`config.mk`:
```
export PLATFORM = sky130hd
export DESIGN_NAME = usb_tx_encoder
export DESIGN_NICKNAME = d
export VERILOG_FILES = /design/src/rtl/usb_tx_encoder.sv
export SDC_FILE = /design/constraint.sdc
export NUM_CORES = 1
export LEC_CHECK = 0
export ABC_AREA = 1
export BUFFER_PORTS_ARGS = -buffer_cell sky130_fd_sc_hd__buf_4
export CAP_MARGIN = 40
export CORE_ASPECT_RATIO = 0.6
export CORE_UTILIZATION = 30
export CTS_BUF_LIST = sky130_fd_sc_hd__clkbuf_8
export CTS_CLUSTER_SIZE = 12
export DETAILED_ROUTE_END_ITERATION = 10
export GPL_ROUTABILITY_DRIVEN = 0
export PLACE_DENSITY_LB_ADDON = 0.1
export SLEW_MARGIN = 20
export SYNTH_ARGS = -nofsm -noshare
export SYNTH_HDL_FRONTEND = slang
export SYNTH_SLANG_ARGS = --single-unit
```
`constraint.sdc`:
```
create_clock -name clk -period 1.6 [get_ports clk]
set_input_delay 0.32 -clock clk [delete_from_list [all_inputs] [get_ports clk]]
set_output_delay 0.32 -clock clk [all_outputs]
set_load 0.005 [all_outputs]
```
`src/rtl/usb_tx_encoder.sv`:
```
`default_nettype none
// ============================================================================
// Module   : usb_tx_encoder
// Purpose  : Full-speed USB transmit serialiser. It shifts bytes LSB first,
//            applies NRZI encoding and bit stuffing, and appends the EOP.
//            When USB_TX_SYNC_EN is defined, an internal SYNC byte is sent first.
// Revision : 1.0 - initial release
// ============================================================================
module usb_tx_encoder #(
    parameter int CLKS_PER_BIT = 8
) (
    input  logic       clk,
    input  logic       rst,
    input  logic       tx_valid,
    input  logic [7:0] tx_data,
    input  logic       tx_last,
    output logic       tx_ready,
    output logic       dplus_out,
    output logic       dminus_out,
    output logic       tx_active,
    output logic       tx_done,
    output logic       tx_err
);

    localparam int                 c_CNT_W    = $clog2(CLKS_PER_BIT);
    localparam logic [c_CNT_W-1:0] c_LAST_CNT = c_CNT_W'(CLKS_PER_BIT - 1);

    localparam logic [1:0] c_ST_IDLE = 2'd0;
    localparam logic [1:0] c_ST_SEND = 2'd1;
    localparam logic [1:0] c_ST_EOP  = 2'd2;

    logic [1:0]         r_state,    w_state_nxt;
    logic [7:0]         r_buf_data, w_buf_data_nxt;
    logic               r_buf_last, w_buf_last_nxt;
    logic               r_buf_full, w_buf_full_nxt;
    logic [7:0]         r_shift,    w_shift_nxt;
    logic               r_cur_last, w_cur_last_nxt;
    logic [3:0]         r_nbits,    w_nbits_nxt;
    logic [c_CNT_W-1:0] r_cnt,      w_cnt_nxt;
    logic               r_line,     w_line_nxt;
    logic               r_se0,      w_se0_nxt;
    logic [2:0]         r_ones,     w_ones_nxt;
    logic [1:0]         r_eop,      w_eop_nxt;
    logic               r_start,    w_start_nxt;
    logic               r_active,   w_active_nxt;
    logic               r_done,     w_done_nxt;
    logic               r_err,      w_err_nxt;
    logic               r_ready;

    logic       w_tick;
    logic       w_accept;
    logic [7:0] w_src;

    assign w_tick   = (r_cnt == c_LAST_CNT);
    assign w_accept = tx_valid & r_ready;
    // Once all 8 bits are out, the next data bit comes straight from the buffer.
    assign w_src    = (r_nbits == 4'd8) ? r_buf_data : r_shift;

    always_comb begin
        w_state_nxt    = r_state;
        w_buf_data_nxt = r_buf_data;
        w_buf_last_nxt = r_buf_last;
        w_buf_full_nxt = r_buf_full;
        w_shift_nxt    = r_shift;
        w_cur_last_nxt = r_cur_last;
        w_nbits_nxt    = r_nbits;
        w_cnt_nxt      = r_cnt;
        w_line_nxt     = r_line;
        w_se0_nxt      = r_se0;
        w_ones_nxt     = r_ones;
        w_eop_nxt      = r_eop;
        w_start_nxt    = r_start;
        w_active_nxt   = r_active;
        w_done_nxt     = 1'b0;
        w_err_nxt      = 1'b0;

        if (w_accept) begin
            w_buf_data_nxt = tx_data;
            w_buf_last_nxt = tx_last;
            w_buf_full_nxt = 1'b1;
        end

        case (r_state)
            c_ST_IDLE: begin
                w_cnt_nxt  = '0;
                w_ones_nxt = 3'd0;
                if (r_buf_full) begin
                    w_state_nxt = c_ST_SEND;
                    w_start_nxt = 1'b1;
                    w_nbits_nxt = 4'd0;
`ifdef USB_TX_SYNC_EN
                    w_shift_nxt    = 8'h80;
                    w_cur_last_nxt = 1'b0;
`else
                    w_shift_nxt    = r_buf_data;
                    w_cur_last_nxt = r_buf_last;
                    w_buf_full_nxt = 1'b0;
`endif
                end
            end

            c_ST_SEND: begin
                if (r_start || w_tick) begin
                    w_cnt_nxt    = '0;
                    w_start_nxt  = 1'b0;
                    w_active_nxt = 1'b1;
                    if (r_ones == 3'd6) begin
                        w_line_nxt = ~r_line;
                        w_ones_nxt = 3'd0;
                    end else if ((r_nbits == 4'd8) && !r_buf_full) begin
                        w_state_nxt = c_ST_EOP;
                        w_se0_nxt   = 1'b1;
                        w_eop_nxt   = 2'd0;
                        w_err_nxt   = ~r_cur_last;
                    end else begin
                        if (r_nbits == 4'd8) begin
                            w_cur_last_nxt = r_buf_last;
                            w_buf_full_nxt = 1'b0;
                            w_nbits_nxt    = 4'd1;
                        end else begin
                            w_nbits_nxt = r_nbits + 4'd1;
                        end
                        w_shift_nxt = {1'b0, w_src[7:1]};
                        if (w_src[0]) begin
                            w_ones_nxt = r_ones + 3'd1;
                        end else begin
                            w_line_nxt = ~r_line;
                            w_ones_nxt = 3'd0;
                        end
                    end
                end else begin
                    w_cnt_nxt = r_cnt + 1'b1;
                end
            end

            c_ST_EOP: begin
                if (w_tick) begin
                    w_cnt_nxt = '0;
                    if (r_eop == 2'd1) begin
                        w_se0_nxt  = 1'b0;
                        w_line_nxt = 1'b1;
                        w_eop_nxt  = 2'd2;
                    end else if (r_eop == 2'd2) begin
                        w_done_nxt   = 1'b1;
                        w_active_nxt = 1'b0;
                        w_state_nxt  = c_ST_IDLE;
                        w_ones_nxt   = 3'd0;
                        w_eop_nxt    = 2'd0;
                    end else begin
                        w_eop_nxt = r_eop + 2'd1;
                    end
                end else begin
                    w_cnt_nxt = r_cnt + 1'b1;
                end
            end

            default: begin
                w_state_nxt = c_ST_IDLE;
            end
        endcase
    end

    always_ff @(posedge clk) begin
        if (rst) begin
            r_state    <= c_ST_IDLE;
            r_buf_data <= 8'd0;
            r_buf_last <= 1'b0;
            r_buf_full <= 1'b0;
            r_shift    <= 8'd0;
            r_cur_last <= 1'b0;
            r_nbits    <= 4'd0;
            r_cnt      <= '0;
            r_line     <= 1'b1;
            r_se0      <= 1'b0;
            r_ones     <= 3'd0;
            r_eop      <= 2'd0;
            r_start    <= 1'b0;
            r_active   <= 1'b0;
            r_done     <= 1'b0;
            r_err      <= 1'b0;
            r_ready    <= 1'b0;
        end else begin
            r_state    <= w_state_nxt;
            r_buf_data <= w_buf_data_nxt;
            r_buf_last <= w_buf_last_nxt;
            r_buf_full <= w_buf_full_nxt;
            r_shift    <= w_shift_nxt;
            r_cur_last <= w_cur_last_nxt;
            r_nbits    <= w_nbits_nxt;
            r_cnt      <= w_cnt_nxt;
            r_line     <= w_line_nxt;
            r_se0      <= w_se0_nxt;
            r_ones     <= w_ones_nxt;
            r_eop      <= w_eop_nxt;
            r_start    <= w_start_nxt;
            r_active   <= w_active_nxt;
            r_done     <= w_done_nxt;
            r_err      <= w_err_nxt;
            r_ready    <= ~w_buf_full_nxt;
        end
    end

    assign tx_ready   = r_ready;
    assign dplus_out  = r_se0 ? 1'b0 : r_line;
    assign dminus_out = r_se0 ? 1'b0 : ~r_line;
    assign tx_active  = r_active;
    assign tx_done    = r_done;
    assign tx_err     = r_err;

endmodule
`default_nettype wire

```
Word-level counts from Yosys, hierarchy flattened. Cells that the tools add are included. W data, S select, Z words.

Word-level logic and storage cells: 142. Input bits: 12. Flip-flop bits (word level): 40. Output and inout port bits: 6.

Reductions and logical operators: 18. Equality and inequality tests: 19. Add/subtract/negate cells: 4. Mux-type cells: 75. Bitwise operators: 9.

Operators with widths (number): $mux W8 (5); $mux W1 (31); $mux W3 (9); $mux W2 (13); $reduce_and A6 Y1 (4); $mux W4 (5); $ne A2 B2 Y1 const B (10); $pmux W3 S3 (2); $pmux W8 S2 (1); $reduce_and A5 Y1 (3); $pmux W1 S2 (6); $not A1 Y1 (8); $pmux W4 S2 (1); $reduce_and A7 Y1 (1); $add A3 B1 Y3 const B (2); $eq A3 B3 Y1 const B (2); $ne A3 B3 Y1 const B (2); $pmux W2 S3 (1); $reduce_or A5 Y1 (1); $add A4 B1 Y4 const B (1); $eq A2 B1 Y1 const B (2); $eq A2 B2 Y1 const B (2); $eq A4 B4 Y1 const B (1); $pmux W2 S2 (1); other kinds (10) (11).

Longest topological paths before layout. Gate-level depths: netlist of run 1.

Depth in word-level cells: 8. Gate-level depth with buffers: 11. Depth with buffers taken out: 11.

Worst setup path before layout of run 1. No wires, ideal clock.

Kind: register to register. From: register r_state[1]. To: register r_shift[0]. Cell stages (with the launch flop): 10. Library setup time: 116 ps. Path slack: 79 ps. Required time: 1484 ps. Data arrival time: 1405 ps. Clock period less this slack: 1521 ps. Buffers on the path: 1. Cell sequence: dfxtp_1 > inv_1 > ha_1 > buf_6 > nand2_2 > nand2_1 > nor2_2 > nand3_2 > nor2_1 > nor2_1.

Word-level cells in the longest chain between the ends: 3. Elaborated cells between the ends (all ways): 9. Those cells by class: 5 x eq/ne; 1 x mux; 3 x reduce/logical.

Ends and longest elaborated chain: start, declared (line 32) `logic [1:0] r_state, w_state_nxt;`; start signal, assigned (line 165) `r_state <= c_ST_IDLE;`; start signal, assigned (line 183) `r_state <= w_state_nxt;`; $eq A2 B1 Y1 / $logic_not A2 Y1 (equally long branches) (line 83) `case (r_state)`; $ne A2 B2 Y1 (no source line) / $reduce_bool A2 Y1 (equally long branches); $reduce_and A5 Y1 (no source line); end signal, assigned (line 187) `r_shift <= w_shift_nxt;`; end, declared (line 36) `logic [7:0] r_shift, w_shift_nxt;`.

Parallel ways exist; a longest one is shown, timed or not. A chain may end at the register's enable or synchronous reset.

Final worst setup path of run 1.
From: register r_cnt[0]. To: register r_cnt[0].

Word-level cells in the longest chain between the ends: 4. Elaborated cells between the ends (all ways): 6. Those cells by class: 1 x add/sub; 1 x eq/ne; 3 x mux; 1 x reduce/logical.

Ends and longest elaborated chain: start, declared (line 39) `logic [c_CNT_W-1:0] r_cnt, w_cnt_nxt;`; start signal, assigned (line 190) `r_cnt <= w_cnt_nxt;`; parallel branches: the longest is 3 deep, another holds $add A3 B1 Y3; $pmux W3 S3 (*) (line 83).

Mark *: on every way between the ends.

==> reports/qor.csv, run 1 <==
stage,metric,value,unit
clocking,clkLatencyLatePin,0.29,ns
floorplanning,io-pin-count,18,
grt,antenna_found_initial,0,
clocking,htreeDepth,2,
flow_run,cap_violations,0,
floorplanning,start_util,32.5,%
synthesis,netlist_instances,301,
clocking,cts.path.max_buffers,2,
synthesis,ys_ff_latch,40,
setup_path,crit_type,flip-flop to flip-flop,
drt,drt-pass1-iter-count,4,
clocking,clk_pin_slew_worst_paths,0.08,ns
power,powerDensity,1420,nW/um^2
synthesis,yosysTopAreaCell,dfxtp_1,
clocking,hold_buffers,0,
power,p_leak,0.00117,uW
sta,worst_clock_skew,0.00757,ns
floorplanning,fp-row-count,22,
sta,holdWs,0.283,ns
drt,vias_per_cell,4.61,
sta,setup_ws,0.0728,ns
placed_design,io_buffers,17,
sta,slew_headroom,70.6,%
clocking,cts_root_buffer,clkbuf_8,
drt,drc_errors,0,
power,vdd_drop_max,0.464,mV
setup_path,critical_path_arrival,1.74,ns
floorplanning,die_h,66.3,microns
synthesis,synth_mux_area_share,0,%
synthesis,yosys.cell_types.count,24,
drt,via_count,1988,
cells_and_area,fin_nets,370,
drt,detail-route-antenna-nets,0,
synthesis,yosysWarnings,0,
synthesis,synthAdderAreaFrac,6.67,%
sta,setup_violations,0,
floorplanning,die_area,7230,sq um
clocking,clock_sinks,40,
grt,grt_pass1_wl,9250,microns
cells_and_area,drive_gt1_share,28.0,%
grt,grt_pass1_vias,1843,
synthesis,seq_area_frac_synth,38.8,%
synthesis,synth_fp_nets,324,
setup_path,cp.required,1.81,ns
synthesis,synth_area_leaders,"dfxtp_1, nand2_1, nor2_1",
cells_and_area,nFillCells,661,
sta,post-route-period-util,95.5,%
power,power,3910,uW
setup_path,critPathLaunchType,flip-flop,
clocking,cts_tree,done,
drt,drtIter0Drc,126,
cells_and_area,area_growth,33.6,%
synthesis,synthSimpleGateAreaFrac,31.3,%
outcome,outcome,"finished, final reports clean",
sta,rsz0062_at_grt,true,
sta,max_freq,655,MHz
setup_path,crit_slowest_cell,dfxtp_2,
synthesis,synth_top_family_by_area,simple AND/OR/NAND/NOR gates,
drt,wl_per_cell,13.0,microns
setup_path,critPathMaxStageDelay,0.35,ns
sta,fin_crit,1.53,ns
setup_path,path_max_fanout,7,
grt,grt.total_usage,16.8,%
placed_design,hpwlAfterDp,3830,microns
setup_path,critPathBufInv,2,
synthesis,synth_xor_area_share,0.424,%
placed_design,place_ws,-0.133,ns
drt,wl,5590,microns
synthesis,synth_area,2060,sq um
sta,tightest_slew,0.440,ns
grt,grt_overflow_total,0,
cells_and_area,n_antenna_cell,0,
hold_path,hold_class,input pin to flip-flop,
floorplanning,die_w,109,microns
setup_path,cp_top_family,flip-flops,
clocking,cts_buffers,5,
sta,slew_violations,0,
floorplanning,core_area,6360,sq um
setup_path,crit_path_end_kind,flip-flop,
synthesis,syn_avg_cell_area,6.86,sq um
cells_and_area,utilization,43.4,%
setup_path,crit_path_cell_trace,ha_4 > ha_4 > nor2_4 > nand2_4 > buf_4 > nand2_2 > buf_4 > a21oi_1 > a211oi_1,
synthesis,synth_compound_area_share,14.4,%
grt,grt_max_degree,28,
sta,hold_viol,0,
synthesis,synth_top_area_share,38.8,%
[synth_stat cells]
cell       n
nand3_1   24
inv_1     31
nand4_1    3
buf_4      1
buf_6      2
nor2_4     2
nand2_1   57
a211oi_1   1
or2_2      1
xor2_1     1
inv_2      1
a21oi_1   23
buf_2      1
o21ai_1    7
dfxtp_1   40
clkbuf_1   5
nand3_2    1
nor2_1    53
o21ai_0   28
nor2_2     3
nand2_4    1
ha_1      11
nand2_2    3
nor4_1     1
[sequential cells by signal (all words and copies together) (netlist names)]
register    count
r_ones          3
tx_done         1
r_shift         8
r_state         2
r_eop           2
r_line          1
tx_err          1
r_buf_data      8
r_start         1
tx_active       1
r_buf_full      1
r_nbits         4
r_se0           1
r_cur_last      1
tx_ready        1
r_buf_last      1
r_cnt           3
[metal layers]
layer  share of wire, %  GRT usage [%]  vias up  wire [microns]
met2                 34           21.0       42            1920
li1                   -              -     1060               -
met1                 61           27.5      881            3410
met3                3.8           3.25        5             214
met4               0.73           4.05        0              41
met5                  0              0        -               0
[tightest hold or removal path, delay by kind of cell]
family	cells	cell delay (ns)
AOI/OAI and AO/OA	1	0.07
and+or+nand+nor	1	0.07
buffers and inverters	1	0.07
[per-stage QoR]
step	instance area [sq um]	instances	setup TNS, ns
global route	2760	431	-0.0891
global placement	2430	418	-0.778
CTS	2600	428	-0.0985
detailed placement	2430	418	-1.36
floorplan	2060	301	0
finish	2760	431	0
[path summary, 6_finish.rpt]
check,startpoint,endpoint,slack [ns],cells after the start
setup reg to reg,r_cnt[0],r_cnt[0],0.07,9
hold / removal,tx_last,r_buf_last,0.28,3
hold reg to reg,r_cur_last,tx_err,0.43,1
setup / recovery,r_cnt[0],r_cnt[0],0.07,9
[layout make-up]
type	count	area, sq um	area share (%)
multi-input cells	222	1260	45.8
repair buffers	46	365	13.2
well taps	84	105	3.81
clock buffers	7	96.3	3.49
flip-flops and latches	40	807	29.3
inverters	32	120	4.36
[cells in the final DEF, fill, tap and decap left out, types with 3 or more instances in the layout]
cell      instances
ha_4              4
nand3_2           4
buf_4            43
o21ai_1           8
nand2_1          50
nor2_4           10
nand4_1           3
nor2_1           46
clkbuf_8          7
nand3_1          21
inv_2             3
dfxtp_2           5
dfxtp_1          35
a21oi_1          23
inv_1            29
ha_1              5
o21ai_0          27
nand2_2          10
[power by group]
group	switching (uW)	total, uW	internal (uW)
registers	159	1360	1200
logic	1020	1810	792
clock network	354	738	385
[kinds of logic (layout without fill, tap and decap cells)]
group / count (synthesis) / count (layout)
simple gates: 149 / 151
compound gates: 59 / 59
buf+inv: 41 / 85
flops: 40 / 40
fa+ha+maj: 11 / 11
xor+xnor: 1 / 1
[repair_timing]
action | CTS | global route
setup buffers | 3 | 1
gates resized for setup | 11 | 37
gates cloned | 0 | 2
endpoints found under the setup margin | 24 | 29
pin swaps | 2 | 8
(Power assumes the default switching activity.)
==> run 2: changes to the inputs <==
- CORE_UTILIZATION: 30 -> 55
- RECOVER_POWER: unset -> 50
==> reports/qor.csv, run 2 (synthesized netlist as in run 1, its figures left out) <==
stage,metric,value,unit
outcome,outcome,"finished, final reports clean",
setup_path,critical_path_arrival,1.78,ns
power,vdd_drop_max,0.863,mV
cells_and_area,top_regs,"r_buf_data (8), r_shift (8), r_nbits (4)",
cells_and_area,drive_gt1_share,29.6,%
grt,grt_pass1_wl,8180,microns
floorplanning,die_w,81.1,microns
drt,drc_errors,0,
hold_path,hold_depth,3,
drt,drtIter0Drc,236,
setup_path,crit_type,flip-flop to flip-flop,
drt,detail-route-antenna-nets,0,
grt,grt_pass1_vias,1793,
placed_design,hpwlAfterDp,3500,microns
drt,vias_per_cell,5.47,
clocking,hold_buffers,0,
sta,setup_ws,0.0115,ns
sta,max_freq,630,MHz
drt,wl,5600,microns
setup_path,cp.required,1.79,ns
floorplanning,die_area,4010,sq um
setup_path,path_max_fanout,8,
hold_path,hold_class,input pin to flip-flop,
floorplanning,io-pin-count,18,
placed_design,io_buffers,17,
flow_run,cap_violations,0,
sta,slew_headroom,70.7,%
cells_and_area,fin_nets,367,
clocking,clock_sinks,40,
clocking,htreeDepth,2,
clocking,cts_root_buffer,clkbuf_8,
cells_and_area,n_antenna_cell,0,
floorplanning,start_util,60.3,%
grt,grt.total_usage,27.3,%
power,p_leak,0.00117,uW
sta,slew_violations,0,
grt,grt_max_degree,28,
placed_design,place_ws,-0.00211,ns
setup_path,worst-r2r-cell-count,10,
sta,hold_viol,0,
clocking,cts_tree,done,
sta,setup_violations,0,
setup_path,crit_path_end_kind,flip-flop,
drt,via_count,2134,
grt,grt_overflow_total,0,
cells_and_area,utilization,80.0,%
cells_and_area,final_common_cell,nand2_1,
floorplanning,fp-row-count,16,
power,powerDensity,1510,nW/um^2
sta,worst_clock_skew,0.00602,ns
sta,rsz0062_at_grt,true,
cells_and_area,area_growth,32.6,%
drt,drt-pass1-iter-count,5,
placed_design,placed_cell_area,2390,sq um
grt,antenna_found_initial,0,
clocking,clk_pin_slew_worst_paths,0.08,ns
setup_path,critPathLaunchType,flip-flop,
clocking,cts.path.max_buffers,2,
sta,fin_crit,1.59,ns
clocking,cts_buffers,5,
cells_and_area,fin_area,2740,sq um
floorplanning,die_h,49.5,microns
clocking,clkLatencyLatePin,0.30,ns
floorplanning,core_area,3420,sq um
sta,tightest_slew,0.438,ns
sta,post-route-period-util,99.3,%
drt,wl_per_cell,14.4,microns
cells_and_area,final_cell_mix,"nand2_1, nor2_1, buf_4, dfxtp_1, inv_1",
[run 2: cell count changes in the layout (fill, tap and decap cells not counted), sizes merged]
cell and change:
bufinv +1, buf -8, clkbuf +5
[run 2: metal layers]
metal	track usage (%)	routed length (microns)
met1	42.6	2810
met2	35.9	2310
met3	6.11	410
met4	9.52	63
met5	0	0
[run 2: area by class of cell]
type	count	area [sq um]
repair buffers	43	339
flip-flops and latches	40	807
clock buffers	7	96.3
clock inverters	1	30.0
inverters	32	120
multi-input cells	222	1290
well taps	45	56.3
fillers	220	686
[run 2: worst paths after layout]
check	startpoint	to	slack, ns
worst max-delay path	r_cnt[1]	r_cur_last	0.01
worst max register to register	r_cnt[1]	r_cur_last	0.01
worst min-delay path	tx_data[7]	r_buf_data[7]	0.28
worst min register to register	r_buf_data[2]	r_buf_data[2]	0.46
[run 2: where the power goes]
| part | total (uW) | leakage, uW | switching, uW | internal (uW) |
|---|---|---|---|---|
| combinational | 1850 | 0.000779 | 1070 | 781 |
| sequential | 1370 | 0.000329 | 164 | 1200 |
| clock | 913 | 0.0000645 | 363 | 551 |
| total | 4140 | 0.00117 | 1600 | 2530 |
[run 2: timing repair]
action | in CTS | in global routing
endpoints found under the setup margin | 6 | 27
resized for setup | 2 | 57
buffers inserted | 0 | 2
gates cloned | 0 | 2
pin swaps | 0 | 9
[run 2: per-stage QoR]
stage               hold WS (ns)  std cells   TNS, ns  total power [uW]
floorplan                  0.399        301         0              2340
global placement           0.419        378         0              2830
detailed placement         0.443        378  -0.00211              2860
CTS                        0.280        386   -0.0126              3770
global route               0.287        390    -0.626              4390
finish                     0.278        390         0              4140
[run 2: worst max-delay path: stages, from the launching register on]
cell and delay, ns:
dfxtp_2 0.36, ha_4 0.14, ha_4 0.15, nor2_4 0.05, nand2_4 0.11, nand2_4 0.06
nor2_4 0.21, buf_6 0.14, nand2_1 0.08, nand2_1 0.10, a21oi_1 0.06
==> run 3: changes to the inputs <==
- ABC_AREA: 1 -> unset
- CAP_MARGIN: 40 -> unset
- CTS_CLUSTER_DIAMETER: unset -> 50
==> reports/qor.csv, run 3 <==
stage,metric,value,unit
outcome,outcome,"complete, but fails checks",
outcome,violations,negative setup slack,
synthesis,yosysWarnings,0,
synthesis,yosysMostFrequentCell,dfxtp_1,
power,powerDensity,1690,nW/um^2
synthesis,seq_area_frac_synth,39.0,%
cells_and_area,final_cell_mix,"buf_4, dfxtp_1, nand2_1, nor2_1, a21oi_1",
setup_path,critical_path_arrival,2.12,ns
clocking,clock_sinks,40,
clocking,cts_buffers,5,
synthesis,synth_area_leaders,"dfxtp_1, a21oi_1, mux2i_1",
sta,post-route-period-util,117,%
synthesis,synth_top_area_share,39.0,%
sta,slew_headroom,61.6,%
clocking,cts_tree,done,
drt,drt-met1-wl,3400,microns
grt,grt_overflow_total,0,
hold_path,hold_class,input pin to flip-flop,
synthesis,yosys.cell_types.count,47,
clocking,clk_pin_slew_worst_paths,0.09,ns
synthesis,yosys-top-cells-count,"dfxtp_1, nand2_1, a21oi_1, nor2_1, mux2i_1",
setup_path,cp.required,1.84,ns
grt,grt_max_degree,40,
setup_path,crit_path_end_kind,flip-flop,
flow_run,cap_violations,0,
sta,max_freq,533,MHz
sta,hold_viol,0,
sta,slew_violations,0,
synthesis,ys_ff_latch,40,
floorplanning,core_area,3400,sq um
drt,drtIter0Drc,405,
drt,drc_errors,0,
setup_path,crit_type,flip-flop to flip-flop,
floorplanning,die_w,80.9,microns
drt,detail-route-antenna-nets,0,
sta,tightest_slew,0.576,ns
synthesis,synth_edf_count,0,
cells_and_area,area_growth,53.6,%
sta,fin_crit,1.88,ns
sta,setup_violations,28,
grt,antenna_found_initial,0,
power,pwr-share-seq,24.7,%
clocking,htreeDepth,2,
floorplanning,start_util,60.4,%
placed_design,place_inst,329,
power,vdd_drop_max,1.04,mV
cells_and_area,final_common_cell,buf_4,
drt,drt-pass1-iter-count,7,
cells_and_area,utilization,92.7,%
floorplanning,die_h,49.3,microns
floorplanning,fp-row-count,16,
synthesis,syn_avg_cell_area,8.60,sq um
setup_path,critPathLaunchType,flip-flop,
clocking,cts_root_buffer,clkbuf_8,
drt,via_count,2449,
setup_path,worst-r2r-cell-count,8,
clocking,cts.path.max_buffers,2,
sta,rsz0062_at_grt,true,
synthesis,synth_fp_nets,262,
cells_and_area,layout.cells.non_filler,357,
grt,grt.total_usage,36.3,%
sta,setup_ws,-0.278,ns
synthesis,netlist_instances,239,
cells_and_area,n_antenna_cell,0,
drt,highest_layer,met4,
sta,final.setup.tns,-4.97,ns
drt,wl,9040,microns
power,clkPwrFrac,16.3,%
sta,worst_clock_skew,0.0205,ns
grt,grt_pass1_wl,10600,microns
floorplanning,io-pin-count,18,
placed_design,hpwlAfterDp,3520,microns
power,combinationalPowerShare,59.0,%
drt,wl_per_cell,25.3,microns
drt,vias_per_cell,6.86,
clocking,clkLatencyLatePin,0.31,ns
drt,route.met2.wl,3900,microns
floorplanning,die_area,3990,sq um
drt,met3_length,1120,microns
setup_path,path_max_fanout,6,
cells_and_area,drive_gt1_share,47.1,%
grt,grt_pass1_vias,2132,
synthesis,synth_ff_type,dfxtp_1,
placed_design,io_buffers,17,
power,p_leak,0.00130,uW
power,p_int,3090,uW
hold_path,hold_depth,3,
power,switching_share,42.0,%
synthesis,async_flop_share,0,%
cells_and_area,fin_nets,334,
synthesis,synth_area,2050,sq um
power,p_switching,2240,uW
cells_and_area,top_regs,"r_buf_data (8), r_shift (8), r_nbits (4)",
synthesis,yosysTopAreaCell,dfxtp_1,
run 3: layer usage:
layer  track usage, %  vias up
li1                 -      979
met1             47.0     1128
met2             55.0      259
met3             9.53       83
met4             19.3        0
met5                0        -
run 3: power by group through the flow:
stage                     logic, uW  clock network [uW]  registers [uW]
after floorplan                1100                   0            1270
final                          3150                 868            1320
after global routing           3190                 890            1330
after global placement         1750                   0            1280
after detailed placement       1790                   0            1280
after CTS                      2380                 813            1280
run 3: cells by family after synthesis:
family                   after synthesis  share of synthesized area, %
AND/OR/NAND/NOR                       94                          23.8
AO/OA/AOI/OAI                         57                          18.1
flip-flops                            40                          39.0
buffers and inverters                 22                          5.18
multiplexers                          14                          6.82
adder cells (fa/ha/maj)               11                          6.70
XOR/XNOR                               1                         0.426
run 3: per-stage QoR:
stage	cell area, sq um	hold WS [ns]	setup WS (ns)	power, uW
global placement	2500	0.445	-0.156	3030
detailed placement	2500	0.444	-0.271	3070
finish	3160	0.275	-0.278	5340
global route	3160	0.293	-0.332	5410
floorplan	2080	0.397	-0.106	2370
CTS	2920	0.274	-0.172	4470
run 3: final cells by class:
class                           count  area (sq um)
Clock buffer                        5          68.8
Clock inverter                      3          38.8
Sequential cell                    40           813
Timing Repair Buffer               76           658
Tap cell                           45          56.3
Inverter                           10          40.0
Fill cell                         116           248
Multi-Input combinational cell    178          1480
run 3: what timing repair did:
action,4_1_cts,5_1_grt
gates cloned,0,1
hold buffers,0,0
pin swaps,17,23
gates resized for setup,47,45
setup buffers,14,6
endpoints found under the setup margin,27,28
run 3: critical path: stages, from the launching register on:
cell and delay (ns):
dfxtp_2 0.39, ha_4 0.16, ha_4 0.15, buf_6 0.10, inv_2 0.04, o22ai_2 0.16
nand3b_4 0.15, or4_4 0.51, a21oi_2 0.14
run 3: worst paths after layout:
kind	from	to	slack, ns
max	r_cnt[1]	r_ones[0]	-0.28
min	tx_data[4]	r_buf_data[4]	0.27
max reg2reg	r_cnt[1]	r_ones[0]	-0.28
min reg2reg	r_cur_last	tx_err	0.49
